### src/rtl/scaler_read_ctrl.sv
// Read-side sequencer for a fixed-point scaler: walks hAcc/vAcc over a shared line buffer.
// Optional stall counter output enabled by defining SCALER_READ_CTRL_STALL_CNT_EN.
module scaler_read_ctrl #(
  parameter int ADDRESS_WIDTH = 8,
  parameter int FRAC_WIDTH    = 8,
  parameter int BUFFER_LINES  = 3
) (
  input  logic                            clk_fast,
  input  logic                            rst,
  input  logic                            start,
  input  logic [ADDRESS_WIDTH+FRAC_WIDTH-1:0] hStep,
  input  logic [FRAC_WIDTH:0]             vStep,
  input  logic [11:0]                     outWidth,
  input  logic [11:0]                     outHeight,
  input  logic [11:0]                     fillCount,
  input  logic                            outReady,
  output logic [ADDRESS_WIDTH-1:0]        readAddress,
  output logic [FRAC_WIDTH-1:0]           hFrac,
  output logic [FRAC_WIDTH-1:0]           vFrac,
  output logic                            pixelValid,
  output logic                            advanceRead1,
  output logic                            advanceRead2,
  output logic                            forceRead,
  output logic                            busy,
`ifdef SCALER_READ_CTRL_STALL_CNT_EN
  output logic [15:0]                     stallCount,
`endif
  output logic                            frameDone
);

  localparam int HW = ADDRESS_WIDTH + FRAC_WIDTH;
  localparam logic [11:0] LP_FULL = 12'(BUFFER_LINES);

  typedef enum logic [2:0] {S_IDLE, S_WAIT_FILL, S_LINE, S_ADVANCE, S_DONE} state_t;

  state_t                r_state, w_state_next;
  logic [HW-1:0]         r_hstep, r_hacc;
  logic [FRAC_WIDTH:0]   r_vstep;
  logic [FRAC_WIDTH-1:0] r_vacc;
  logic [11:0]           r_width, r_height, r_xcount, r_ycount;
  logic [1:0]            r_carry;
  logic                  r_force_read;

  logic                  w_fill_ok, w_last_pix, w_last_line, w_zero_dim;
  logic [FRAC_WIDTH+1:0] w_vsum;

  assign w_fill_ok   = fillCount >= 12'd2;
  assign w_last_pix  = r_xcount == (r_width - 12'd1);
  assign w_last_line = r_ycount == (r_height - 12'd1);
  assign w_zero_dim  = (outWidth == 12'd0) || (outHeight == 12'd0);
  // vAcc frac + vStep never exceeds 3.0, so two integer bits hold the carry
  assign w_vsum      = {2'b00, r_vacc} + {1'b0, r_vstep};

  always_ff @(posedge clk_fast) begin
    if (rst) r_state <= S_IDLE;
    else     r_state <= w_state_next;
  end

  always_comb begin
    w_state_next = r_state;
    case (r_state)
      S_IDLE:      if (start) w_state_next = w_zero_dim ? S_DONE : S_WAIT_FILL;
      S_WAIT_FILL: if (w_fill_ok) w_state_next = S_LINE;
      S_LINE:      if (outReady && w_last_pix) w_state_next = S_ADVANCE;
      S_ADVANCE:   w_state_next = w_last_line ? S_DONE : S_WAIT_FILL;
      S_DONE:      w_state_next = S_IDLE;
      default:     w_state_next = S_IDLE;
    endcase
  end

  always_comb begin
    pixelValid   = (r_state == S_LINE);
    advanceRead1 = (r_state == S_ADVANCE) && (r_carry == 2'd1);
    advanceRead2 = (r_state == S_ADVANCE) && (r_carry == 2'd2);
    busy         = (r_state != S_IDLE);
    frameDone    = (r_state == S_DONE);
    readAddress  = r_hacc[HW-1:FRAC_WIDTH];
    hFrac        = r_hacc[FRAC_WIDTH-1:0];
    vFrac        = r_vacc;
  end

  always_ff @(posedge clk_fast) begin
    if (rst) begin
      r_hstep  <= '0;
      r_vstep  <= '0;
      r_width  <= '0;
      r_height <= '0;
      r_hacc   <= '0;
      r_vacc   <= '0;
      r_xcount <= '0;
      r_ycount <= '0;
      r_carry  <= '0;
    end else begin
      case (r_state)
        S_IDLE: if (start) begin
          r_hstep  <= hStep;
          r_vstep  <= vStep;
          r_width  <= outWidth;
          r_height <= outHeight;
          r_vacc   <= '0;
          r_xcount <= '0;
          r_ycount <= '0;
        end
        S_WAIT_FILL: r_hacc <= '0;
        S_LINE: if (outReady) begin
          // integer part wraps naturally at the accumulator width
          r_hacc   <= r_hacc + r_hstep;
          r_xcount <= r_xcount + 12'd1;
          if (w_last_pix) r_carry <= w_vsum[FRAC_WIDTH+1:FRAC_WIDTH];
        end
        S_ADVANCE: begin
          r_vacc   <= w_vsum[FRAC_WIDTH-1:0];
          r_xcount <= '0;
          if (!w_last_line) r_ycount <= r_ycount + 12'd1;
        end
        default: ;
      endcase
    end
  end

  always_ff @(posedge clk_fast) begin
    if (rst) r_force_read <= 1'b0;
    else     r_force_read <= fillCount >= LP_FULL;
  end
  assign forceRead = r_force_read;

`ifdef SCALER_READ_CTRL_STALL_CNT_EN
  logic [15:0] r_stall_cnt;
  // counts WAIT_FILL cycles that could not proceed for lack of buffered lines
  always_ff @(posedge clk_fast) begin
    if (rst)
      r_stall_cnt <= '0;
    else if (r_state == S_IDLE && start)
      r_stall_cnt <= '0;
    else if (r_state == S_WAIT_FILL && !w_fill_ok && r_stall_cnt != 16'hFFFF)
      r_stall_cnt <= r_stall_cnt + 16'd1;
  end
  assign stallCount = r_stall_cnt;
`endif

endmodule

### config.mk
export PLATFORM = sky130hd
export DESIGN_NAME = scaler_read_ctrl
export DESIGN_NICKNAME = d
export VERILOG_FILES = /design/src/rtl/scaler_read_ctrl.sv
export SDC_FILE = /design/constraint.sdc
export NUM_CORES = 1
export LEC_CHECK = 0
export ABC_AREA = 0
export CAP_MARGIN = 5
export CORE_ASPECT_RATIO = 1.75
export CORE_MARGIN = 5
export CORE_UTILIZATION = 49
export CTS_CLUSTER_SIZE = 25
export DETAILED_ROUTE_END_ITERATION = 10
export GPL_ROUTABILITY_DRIVEN = 0
export PLACE_DENSITY = 0.74
export SYNTH_ARGS = -nofsm -noshare
export SYNTH_HDL_FRONTEND = slang
export SYNTH_SLANG_ARGS = --single-unit
### constraint.sdc
create_clock -name clk_fast -period 3.7 [get_ports clk_fast]
set_clock_uncertainty 0.1 [all_clocks]
set_input_delay 0.555 -clock clk_fast [delete_from_list [all_inputs] [get_ports clk_fast]]
set_output_delay 0.555 -clock clk_fast [all_outputs]
set_load 0.01 [all_outputs]
Word level (Yosys, flattened, before mapping)

Cells that the tools add are included.
Widths: inputs -> output; s select.

Input bits: 65
Word-level logic and storage cells: 65
Register bits after elaboration: 103

Equality and inequality tests: 13
Reduce and logical (&&, ||, !) cells: 18
Multiplexer cells: 15
Order comparisons: 2
$add $sub $neg: 6

Operator list:

| operator              | count |
|---|---|
| $mux 12               | 3 |
| $pmux 12 s3           | 1 |
| $pmux 16 s2           | 1 |
| $add 12x1->12 const B | 2 |
| $eq 12x12->1          | 2 |
| $ge 12x2->1 const B   | 2 |
| $logic_not 12->1      | 2 |
| $pmux 12 s2           | 1 |
| $sub 12x1->12 const B | 2 |
| $add 16x16->16        | 1 |
| $mux 16               | 1 |
| $pmux 8 s2            | 1 |
| $mux 3                | 5 |
| $pmux 3 s4            | 1 |
| $reduce_and 3->1      | 4 |
| $add 8x9->10          | 1 |
| $mux 8                | 1 |
| $ne 2x2->1 const B    | 4 |
| $eq 3x2->1 const B    | 2 |
| $reduce_and 2->1      | 3 |
| $reduce_bool 3->1     | 2 |
| $reduce_bool 2->1     | 2 |
| $eq 3x1->1 const B    | 1 |
| $eq 3x3->1 const B    | 1 |
| 6 further kinds       | 8 |

Longest topological paths before layout

Depth after elaboration: 5
Depth in mapped cells: 11

Least setup slack after synthesis

OpenSTA, ideal clock, no wires.

Kind: flip-flop to flip-flop
From: register r_height[0]
To: register r_ycount[10]
Stages on the path, launching flop included: 10
Arrival time: 2,722 ps
Setup slack: 806 ps
Period minus slack after synthesis: 2,894 ps
Buffers on the path: 1
Cells stage by stage: dfxtp_1 > or4_4 > nor3b_2 > mux2_2 > mux2i_1 > nor4_4 > or2_1 > buf_4 > nor4_1 > mux2i_1

Cells in the longest elaborated chain, start to end: 4

Ends and longest elaborated chain:

| what                              | line | RTL |
|---|---|---|
| start: declaration                | 40   | `logic [11:0] r_width, r_height, r_xcount, r_ycount;` |
| start signal: assignment          | 99   | `r_height <= outHeight;` |
| $sub 12x1->12                     | 49   | `assign w_last_line = r_ycount == (r_height - 12'd1);` |
| $eq 12x12->1                      | 49   |  |
| $ne 2x2->1 (no source line)       | --   |  |
| $reduce_and 3->1 (no source line) | --   |  |
| end signal: assignment            | 114  | `if (!w_last_line) r_ycount <= r_ycount + 12'd1;` |
| end: declaration                  | 40   |  |

No other way between the ends.
A chain may end at the register's enable or synchronous reset.

Worst setup path after layout

Ends and elaborated chain as after synthesis.

==> summary.md <==
| Metric | Value |
|---|---|
| Status | `complete, no violations` |
| Number of enable flip-flop cells after synthesis | `0` |
| Number of endpoints failing setup at the final stage | `0` |
| Number of detailed-routing iterations run before antenna repair | `5` |
| Highest ir drop seen on vdd | `328.6 µV` |
| Area inside the core boundary | `11580 µm²` |
| Syn-to-layout area delta | `23.19%` |
| Antenna violations before repair | `0` |
| Leakage component of the power | `0.002662 µW` |
| Type of the setup path with the least slack | `reg2reg` |
| Final period demand of the worst path | `3.179 ns` |
| Final Net Count | `906` |
| Hold buffer count at CTS | `0` |
| Resized Gates After CTS | `0` |
| Async SR Flop Fraction | `0%` |
| Logic pwr share | `33.2%` |
| Sum Neg Setup Slack | `0 ns` |
| Number of vias in the routed layout | `5614` |
| Skew-Pair Late Insertion Delay | `0.35 ns` |
| Critical path endpoint category | `flip-flop` |
| Standard-cell rows | `52` |
| Root buffer cell | `sky130_fd_sc_hd__clkbuf_16` |
| Depth of the worst hold-timing path | `2` |
| Number of clock sinks | `103` |
| Most frequent cells in the layout | `142 x sky130_fd_sc_hd__nand2_1, 103 x sky130_fd_sc_hd__dfxtp_1, 93 x sky130_fd_sc_hd__clkdlybuf4s50_1` |
| Count of port buffers added during placement | `94` |
| Total power | `3567 µW` |
| Setup repair after global routing missed its margin | `false` |
| DRC violation count after routing | `0` |
| Die footprint | `14190 µm²` |
| Post-CTS Setup Repair Bufs | `0` |
| Worst Reg-to-Reg Cells | `10` |
| Internal portion of total power | `2319 µW` |
| Initial cell density of the core | `50.04%` |
| Required time of the critical path | `3.83 ns` |
| Critical path arrival | `3.31 ns` |
| Instance area after placement | `6827 µm²` |
| CP startpoint kind | `flip-flop` |
| Achievable Freq | `0.3146 GHz` |
| Die H | `153.9 µm` |
| Global-route wire length before repair | `25910 µm` |
| Reg power frac | `38.3%` |
| Violation count after the first detailed-route iteration | `280` |
| Mapped Cells | `734` |
| Switching part of the total power | `34.98%` |
| TritonCTS clock tree | `built` |
| Clock transition at the register clock pins on the worst setup and hold paths after CTS | `0.07 ns` |
| I/O pin total | `95` |
| Final count of pins violating max slew | `0` |
| Mean routed wirelength per cell | `16.51 µm` |
| Syn nets | `828` |
| Register bit total from synthesis | `103` |
| Final std cell area, no fill | `7139 µm²` |
| Worst-margin pin slew | `1.079 ns` |
| Fraction of the core area covered by cells at the end of the flow | `61.65%` |
| Level count of the clock H-tree | `3` |
| TritonCTS buffer count | `9` |
| P per Cell Area | `499.7 nW/µm²` |
| Share of total power in the clock network | `28.5%` |
| Post-detailed-route via-to-cell ratio | `5.903` |
| Most used flip-flop cell after synthesis | `sky130_fd_sc_hd__dfxtp_1` |
| Yosys synthesis warning count | `0` |
| Floorplan die width | `92.21 µm` |
| Avg Cell Area, Syn | `7.896 µm²` |
| Vias in the first global route | `5762` |
| Cell area after synthesis | `5796 µm²` |
| Maximum number of pins on one net before global-route repair | `60` |
| Count of antenna-violating nets left after detailed routing | `0` |
| Class of the most critical hold timing path | `reg2reg` |
| Placed wire-length estimate | `11690 µm` |
| Fraction of layout instances using a drive strength above 1 | `4.779%` |
| Chain of cells forming the critical path | `inv_1 -> ha_1 -> nor3b_1 -> a21oi_1 -> a31o_2 -> a211o_1 -> nor4_4 -> or2_1 -> nor4_1 -> mux2i_1` |
| Count of inserted antenna diode cells | `0` |
| Worst slew margin relative to its limit | `28.05%` |
| Overall global routing resource usage | `22.30%` |
| Hold violation count in the final report | `0` |
| Post-Route WL | `15700 µm` |
| Number of distinct standard cells referenced by the synthesized netlist | `60` |
| Number of buffers between clock root and the deepest sink | `2` |
| Most common cell after layout, fill and taps aside | `sky130_fd_sc_hd__nand2_1` |
| Period utilization | `85.91%` |
| Worst-path cell with the longest stage delay | `sky130_fd_sc_hd__nor3b_1` |
| Net switching power figure | `1248 µW` |
| Maximum fanout encountered on the critical timing path | `10` |
| Share of the yosys chip area belonging to registers | `35.58%` |
| Max_cap viols | `0` |
| Global-route congestion overflow total | `0` |
| Delay of the slowest critical-path stage | `0.61 ns` |
==> cells by family (layout without fill, tap and decap cells) <==
group / count (synthesis) / count (layout) / share of synthesized area (%)
simple gates: 309 / 309 / 25.80
mux: 7 / 7 / 1.252
flops: 103 / 103 / 35.58
buf+inv: 54 / 136 / 3.584
xor+xnor: 59 / 59 / 8.916
fa+ha+maj: 29 / 29 / 6.520
compound gates: 173 / 173 / 18.35
==> layout make-up <==
cell class	count	area [µm²]
multi-input combinational	577	3532
clock inverter	4	70.07
inverter	20	75.07
sequential	103	2062
fill	1036	4442
tap	135	168.9
timing repair buffer	101	988.4
clock buffer	11	242.7
==> flip-flops by register name, indices dropped and copies added, names as in the netlist <==
name,count
r_hacc,16
r_carry,2
r_width,12
r_state,3
r_vstep,9
vFrac,8
r_hstep,16
r_xcount,12
r_ycount,12
forceRead,1
r_height,12
==> critical path, delay by kind of cell (launching register included) <==
family / cells / cell delay (ns)
flip-flops: 1 / 0.36
multiplexers: 1 / 0.13
AO/OA/AOI/OAI: 3 / 0.65
buffers and inverters: 1 / 0.08
AND/OR/NAND/NOR: 4 / 1.56
adder cells (fa/ha/maj): 1 / 0.19
==> cell usage after synthesis, types with 6 or more instances <==
library cell,number,area share [%]
sky130_fd_sc_hd__nand2_1,142,9.2
sky130_fd_sc_hd__dfxtp_1,103,36
sky130_fd_sc_hd__a21oi_1,86,7.4
sky130_fd_sc_hd__nor2_1,50,3.2
sky130_fd_sc_hd__xnor2_1,36,5.4
sky130_fd_sc_hd__clkbuf_1,31,2.0
sky130_fd_sc_hd__ha_1,27,5.8
sky130_fd_sc_hd__xor2_1,23,3.5
sky130_fd_sc_hd__o21ai_0,22,1.9
sky130_fd_sc_hd__inv_1,20,1.3
sky130_fd_sc_hd__nand3_1,20,1.7
sky130_fd_sc_hd__nor4_1,17,1.8
sky130_fd_sc_hd__or3_1,14,1.5
sky130_fd_sc_hd__nor3_1,12,1.0
sky130_fd_sc_hd__a22oi_1,9,1.2
sky130_fd_sc_hd__nor3b_1,7,0.91
sky130_fd_sc_hd__a21o_1,6,0.78
sky130_fd_sc_hd__nand4_1,6,0.65
sky130_fd_sc_hd__nor2b_1,6,0.65
sky130_fd_sc_hd__o21bai_1,6,0.78
==> final timing paths <==
| path | start | slack [ns] | end |
|---|---|---|---|
| max | r_height[0] | 0.52 | r_ycount[10] |
| min | r_hstep[5] | 0.36 | r_hstep[5] |
| min reg2reg | r_hstep[5] | 0.36 | r_hstep[5] |
| max reg2reg | r_height[0] | 0.52 | r_ycount[10] |
==> power groups by stage <==
| stage | clock [µW] | combinational, µW | sequential [µW] |
|---|---|---|---|
| after floorplan | 0 | 884 | 1330 |
| after global placement | 0 | 1140 | 1380 |
| after detailed placement | 0 | 1180 | 1390 |
| after CTS | 1030 | 1180 | 1370 |
| after global routing | 1080 | 1310 | 1390 |
| final | 1020 | 1180 | 1370 |
==> per-layer routing <==
| layer | wire length, µm | global-route usage [%] | vias up |
|---|---|---|---|
| met5 | 0 | 0 | - |
| met4 | 633 | 12.40 | 0 |
| met3 | 539 | 4.108 | 44 |
| met2 | 8682 | 42.15 | 145 |
| met1 | 5848 | 22.41 | 2681 |
| li1 | - | - | 2744 |
==> metrics by stage <==
stage	hold slack [ns]	instances	worst slack, ns
floorplan	0.3400	734	0.8065
global placement	0.3502	936	0.7101
detailed placement	0.3534	936	0.5483
CTS	0.3626	951	0.5545
global route	0.3889	951	0.1965
finish	0.3593	951	0.5212
(Power assumes the default switching activity.)
==> variant 1, RTL diff (config.mk and constraints unchanged) <==
Add a define of `SCALER_READ_CTRL_STALL_CNT_EN`.
--- a/src/rtl/scaler_read_ctrl.sv
+++ b/src/rtl/scaler_read_ctrl.sv
@@ -2,2 +2,4 @@
 // Optional stall counter output enabled by defining SCALER_READ_CTRL_STALL_CNT_EN.
+`define SCALER_READ_CTRL_STALL_CNT_EN
+
 module scaler_read_ctrl #(
Check against the original RTL (old outputs only; new: stallCount): equivalent (Yosys induction, for registers that start in step).
==> variant 1 against the original RTL <==
Cell count is 15% higher. Routed wire length rose by 6.0%. Largest power group is now the clock network. Global-route usage rose by 0.42 points. Cell area rose by 15%. First-iteration DRC count rose by 1.1%. Worst setup slack improved by 0.16 ns. Power rose by 13%. Non-clock buffer count is 19 higher. Sequential cell count grew 16. Area after synthesis up 9.9%. Count of clock-buffer cells in the layout grew 8.
==> variant 1: results (changes against the original RTL) <==
Worst-Skew Late Latency: 0.41 ns (+0.06 ns)
Synth Net Count: 900 (+8.7%)
GRT Total Usage: 22.7% (+0.42 points)
Pre-Repair DR Iteration Count: 8 (+3)
Netlist cell types: 55 (-8.3%)
P_leak: 3.13 nW (+18%)
Clock transition at path regs: 0.05 ns (-0.02 ns)
register area share after synthesis: 37.4% (+1.8 points)
DR WL/cell: 15.2 microns (-7.7%)
share of cells above drive strength 1: 6.18% (+1.4 points)
met3 Use GR: 3.98% (-0.12 points)
Min-Delay Endpoint: r_vstep[7]
Vias/cell: 5.45 (-7.8%)
PortBufs: 110 (+17%)
FF-to-FF End: r_state[0]
reg-to-reg critical path startpoint: r_height[2]
Ys Warns: 0 (unchanged)
synth cell count leaders: nand2_1 (147), dfxtp_1 (119), a21oi_1 (93)
Worst VDD drop: 0.306 mV (-6.7%)
worst-path fanout max: 9 (-1)
Mapped Cells: 805 (+9.7%)
Post-CTS Resized: 0 (unchanged)
status: complete, no violations
dominant cells by area after synthesis: dfxtp_1 (37%), nand2_1 (8.7%), a21oi_1 (7.3%)
first-pass GRT wire length: 27.9 mm (+7.8%)
met1 Use GR: 23.8% (+1.4 points)
predominant post-synthesis flop cell: dfxtp_1
antenna violations before repair: 0 (unchanged)
Min-Delay Startpoint: r_vstep[7]
vias in the first global route: 6,077 (+5.5%)
htree depth: 4 (+1)
# fillers: 1,197 (+16%)
Hold Path Cell Cnt: 2 (unchanged)
ant diodes: 0 (unchanged)
CTS buffer count: 17 (+8)
layout net count: 1,004 (+11%)
met2 usage: 43.3% (+1.1 points)
largest net degree at the start of global routing: 54 (-10%)
total number of vias: 5,952 (+6.0%)
Worst Path Arrival: 3.21 ns (-0.10 ns)
HPWL after detailed placement: 12.2 mm (+4.7%)
dpl cells: 1,061 (+13%)
R2R setup slack: 0.68 ns (+0.16 ns)
R2R depth: 8 (-2)
DR iter-0 viols: 283 (+1.1%)
worst slew pin tran: 0.975 ns (-0.104 ns)
-- variant 1: cell types whose count changed after synthesis, moves of 5 or more --
cell     unedited run  this run
xor2_1             23        35
nor4_1             17        10
o21ai_0            22        15
nand2_1           142       147
dfxtp_1           103       119
a21oi_1            86        93
nand3_1            20        32
nor2_1             50        76
inv_1              20        11
nand4_1             6        16
-- variant 1: worst max-delay path by stage --
stage | start | end | slack (ns) | cells past startpoint
floorplan | r_height[2] | r_ycount[10] | 0.89 | 10
global placement | fillCount[4] | stallCount[15] | 0.48 | 9
detailed placement | fillCount[4] | stallCount[11] | 0.45 | 9
CTS | r_height[2] | r_state[0] | 0.71 | 8
global route | r_height[2] | r_state[0] | 0.42 | 8
finish | r_height[2] | r_state[0] | 0.68 | 8
-- variant 1: power breakdown --
group          internal (mW)  switching (mW)
sequential              1.37          0.0942
combinational          0.373           0.535
clock                   1.09           0.585
-- variant 1: cell type report --
cell class / instances / area (sq um) / area share (%)
clock buffers: 19 / 453 / 5.51
well taps: 171 / 214 / 2.60
multi-input cells: 640 / 3810 / 46.3
repair buffers: 120 / 1170 / 14.2
flip-flops and latches: 119 / 2380 / 29.0
inverters: 11 / 41.3 / 0.502
clock inverters: 13 / 154 / 1.87
-- variant 1: metal layers --
layer	part of all wire, %	routed length (microns)
met1	37	6190
met2	57	9420
met3	4.0	662
met4	2.3	389
met5	0	0
-- variant 1: logic make-up (layout without fill, tap and decap cells) --
kind of cell	after synthesis	in the layout	synth area share, %
and+or+nand+nor	359	359	26.2
AOI/OAI and AO/OA	170	170	16.0
DFF	119	119	37.4
xor gates and xnor gates	73	73	10.0
buffers and inverters	46	163	2.85
adders and majority gates	30	30	6.13
muxes	8	8	1.32
-- variant 1: metrics by stage --
step / hold slack [ns] / power [mW] / setup WS, ns / area [sq um]
3_3_place_gp: 0.348 / 2.39 / 0.484 / 7620
3_5_place_dp: 0.353 / 2.40 / 0.448 / 7620
5_1_grt: 0.377 / 4.27 / 0.418 / 8220
4_1_cts: 0.361 / 4.09 / 0.706 / 8220
6_report: 0.358 / 4.05 / 0.678 / 8220
2_1_floorplan: 0.340 / 2.12 / 0.895 / 6370
-- variant 1: worst max-delay path, cell delays in order, from the launching register on --
cell and delay (ns):
dfxtp_1 0.39, or4_4 0.58, or2_2 0.33, xnor2_1 0.14
a2111o_1 0.38, a21oi_1 0.39, a21oi_1 0.20, nor4_1 0.33
nor2_1 0.06
==> variant 2, RTL diff (same settings) <==
Without the edit above. Re-encode `state_t` (5 states) as one-hot, 5 bits wide.
--- a/src/rtl/scaler_read_ctrl.sv
+++ b/src/rtl/scaler_read_ctrl.sv
@@ -33,3 +33,3 @@
 
-  typedef enum logic [2:0] {S_IDLE, S_WAIT_FILL, S_LINE, S_ADVANCE, S_DONE} state_t;
+  typedef enum logic [4:0] {S_IDLE = 5'b00001, S_WAIT_FILL = 5'b00010, S_LINE = 5'b00100, S_ADVANCE = 5'b01000, S_DONE = 5'b10000} state_t;
 
Function: no difference found for any inputs over 4 cycles, from zero or initial values and one cycle with rst high; so few cycles prove little.
==> variant 2 against the original RTL <==
Cell area hardly changed. Fmax is 4.6% higher. Synthesized cell count is 1.4% higher. Area after synthesis is 0.47% higher. Routed wire length is 1.5% lower. Sequential cell count is 2 higher. Worst setup slack better by 0.14 ns. Power is 0.35% lower. Count of clock-buffer cells in the layout is 1 higher. Die area is 0.43% higher. Largest cell class unchanged. Largest power group unchanged.
==> variant 2: results (changes against the original RTL) <==
area of the multi-input gates: 3520 sq um (-0.28%)
worst-path fanout max: 12 (+2)
met2 usage: 42.2% (about the same)
part of the power in registers: 39.0% (+0.7 points)
dominant cells by area after synthesis: dfxtp_1 (36%), nand2_1 (9.5%), a21oi_1 (8.1%)
R2R setup slack: 0.67 ns (+0.15 ns)
Total Routed Length: 15.5 mm (-1.5%)
Synth Net Count: 838 (+1.2%)
clk tree area frac: 4.19% (-0.19 points)
met3 Use GR: 3.94% (-0.17 points)
P_leak: 2.75 nW (+3.2%)
first-pass GRT wire length: 25.3 mm (-2.4%)
largest net degree at the start of global routing: 85 (+42%)
FF-to-FF End: r_ycount[10]
Post-CTS Resized: 0 (unchanged)
Synth Area in Adders: 6.49% (-0.031 points)
Max-slew headroom: 40.7% (+13 points)
CP delay by family, top: simple AND/OR/NAND/NOR gates
DR WL met3: 668 microns (+24%)
Synth Area in XOR/XNOR: 9.63% (+0.71 points)
register area: 2100 sq um (+1.9%)
met1 Use GR: 22.0% (-0.38 points)
PortBufs: 94 (unchanged)
GRT Total Usage: 21.7% (-0.62 points)
post-synthesis compound-gate area fraction: 16.7% (-1.7 points)
register area share after synthesis: 36.1% (+0.52 points)
comb_multi_in: 588 (+1.9%)
# fillers: 1,042 (+0.58%)
Min-Delay Startpoint: r_hstep[5]
Hold Path Cell Cnt: 2 (unchanged)
Pre-Repair DR Iteration Count: 4 (-1)
buffer share of cell area: 13.7% (-0.10 points)
CLK BUF: 12 (+1)
mux contribution to synthesized area: 1.10% (-0.16 points)
Worst-Skew Late Latency: 0.35 ns (about the same)
inverter count: 17 (-15%)
Worst Path Arrival: 2.38 ns (-0.93 ns)
Non-clk bufs: 100 (-0.99%)
status: complete, no violations
layout net count: 915 (+0.99%)
Gate power share: 33.7% (+0.5 points)
registers with the most flip-flops: r_hacc x16, r_hstep x16
synth cell count leaders: nand2_1 (148), dfxtp_1 (105), a21oi_1 (94)
Vias/cell: 5.77 (-2.2%)
htree depth: 3 (unchanged)
share of cells above drive strength 1: 4.36% (-0.42 points)
final hold slack: 0.362 ns (+0.00294 ns)
synthesized flop and latch total: 105 (+1.9%)
HPWL after detailed placement: 11.3 mm (-3.6%)
P_sw: 1.27 mW (+1.9%)
DR iter-0 viols: 241 (-14%)
CP max stage delay: 0.58 ns (-0.03 ns)
Slowest-stage cell, CP: clkdlybuf4s50_1
metal2 WL: 8.71 mm (+0.37%)
wl on met1: 5.66 mm (-3.2%)
vias in the first global route: 5,507 (-4.4%)
Worst VDD drop: 0.403 mV (+23%)
CTS buffer count: 9 (unchanged)
[variant 2: worst max-delay path by stage]
stage / cells after the start / start / end / slack [ns]
global route: 5 / r_state[4] / advanceRead2 / 0.43
detailed placement: 10 / r_height[0] / r_ycount[10] / 0.74
CTS: 5 / r_state[4] / advanceRead2 / 0.63
finish: 5 / r_state[4] / advanceRead2 / 0.66
floorplan: 10 / r_height[0] / r_ycount[10] / 0.99
global placement: 10 / r_height[0] / r_ycount[10] / 0.88
[variant 2: stage by stage]
stage | instance area, sq um | power, mW | utilization, % | setup slack (ns) | std cells
5_1_grt | 7140 | 3.78 | 61.3 | 0.434 | 961
3_3_place_gp | 6840 | 2.56 | 58.7 | 0.876 | 945
4_1_cts | 7140 | 3.58 | 61.3 | 0.628 | 961
6_report | 7140 | 3.55 | 61.3 | 0.661 | 961
2_1_floorplan | 5820 | 2.26 | - | 0.991 | 744
3_5_place_dp | 6840 | 2.60 | 58.7 | 0.737 | 945
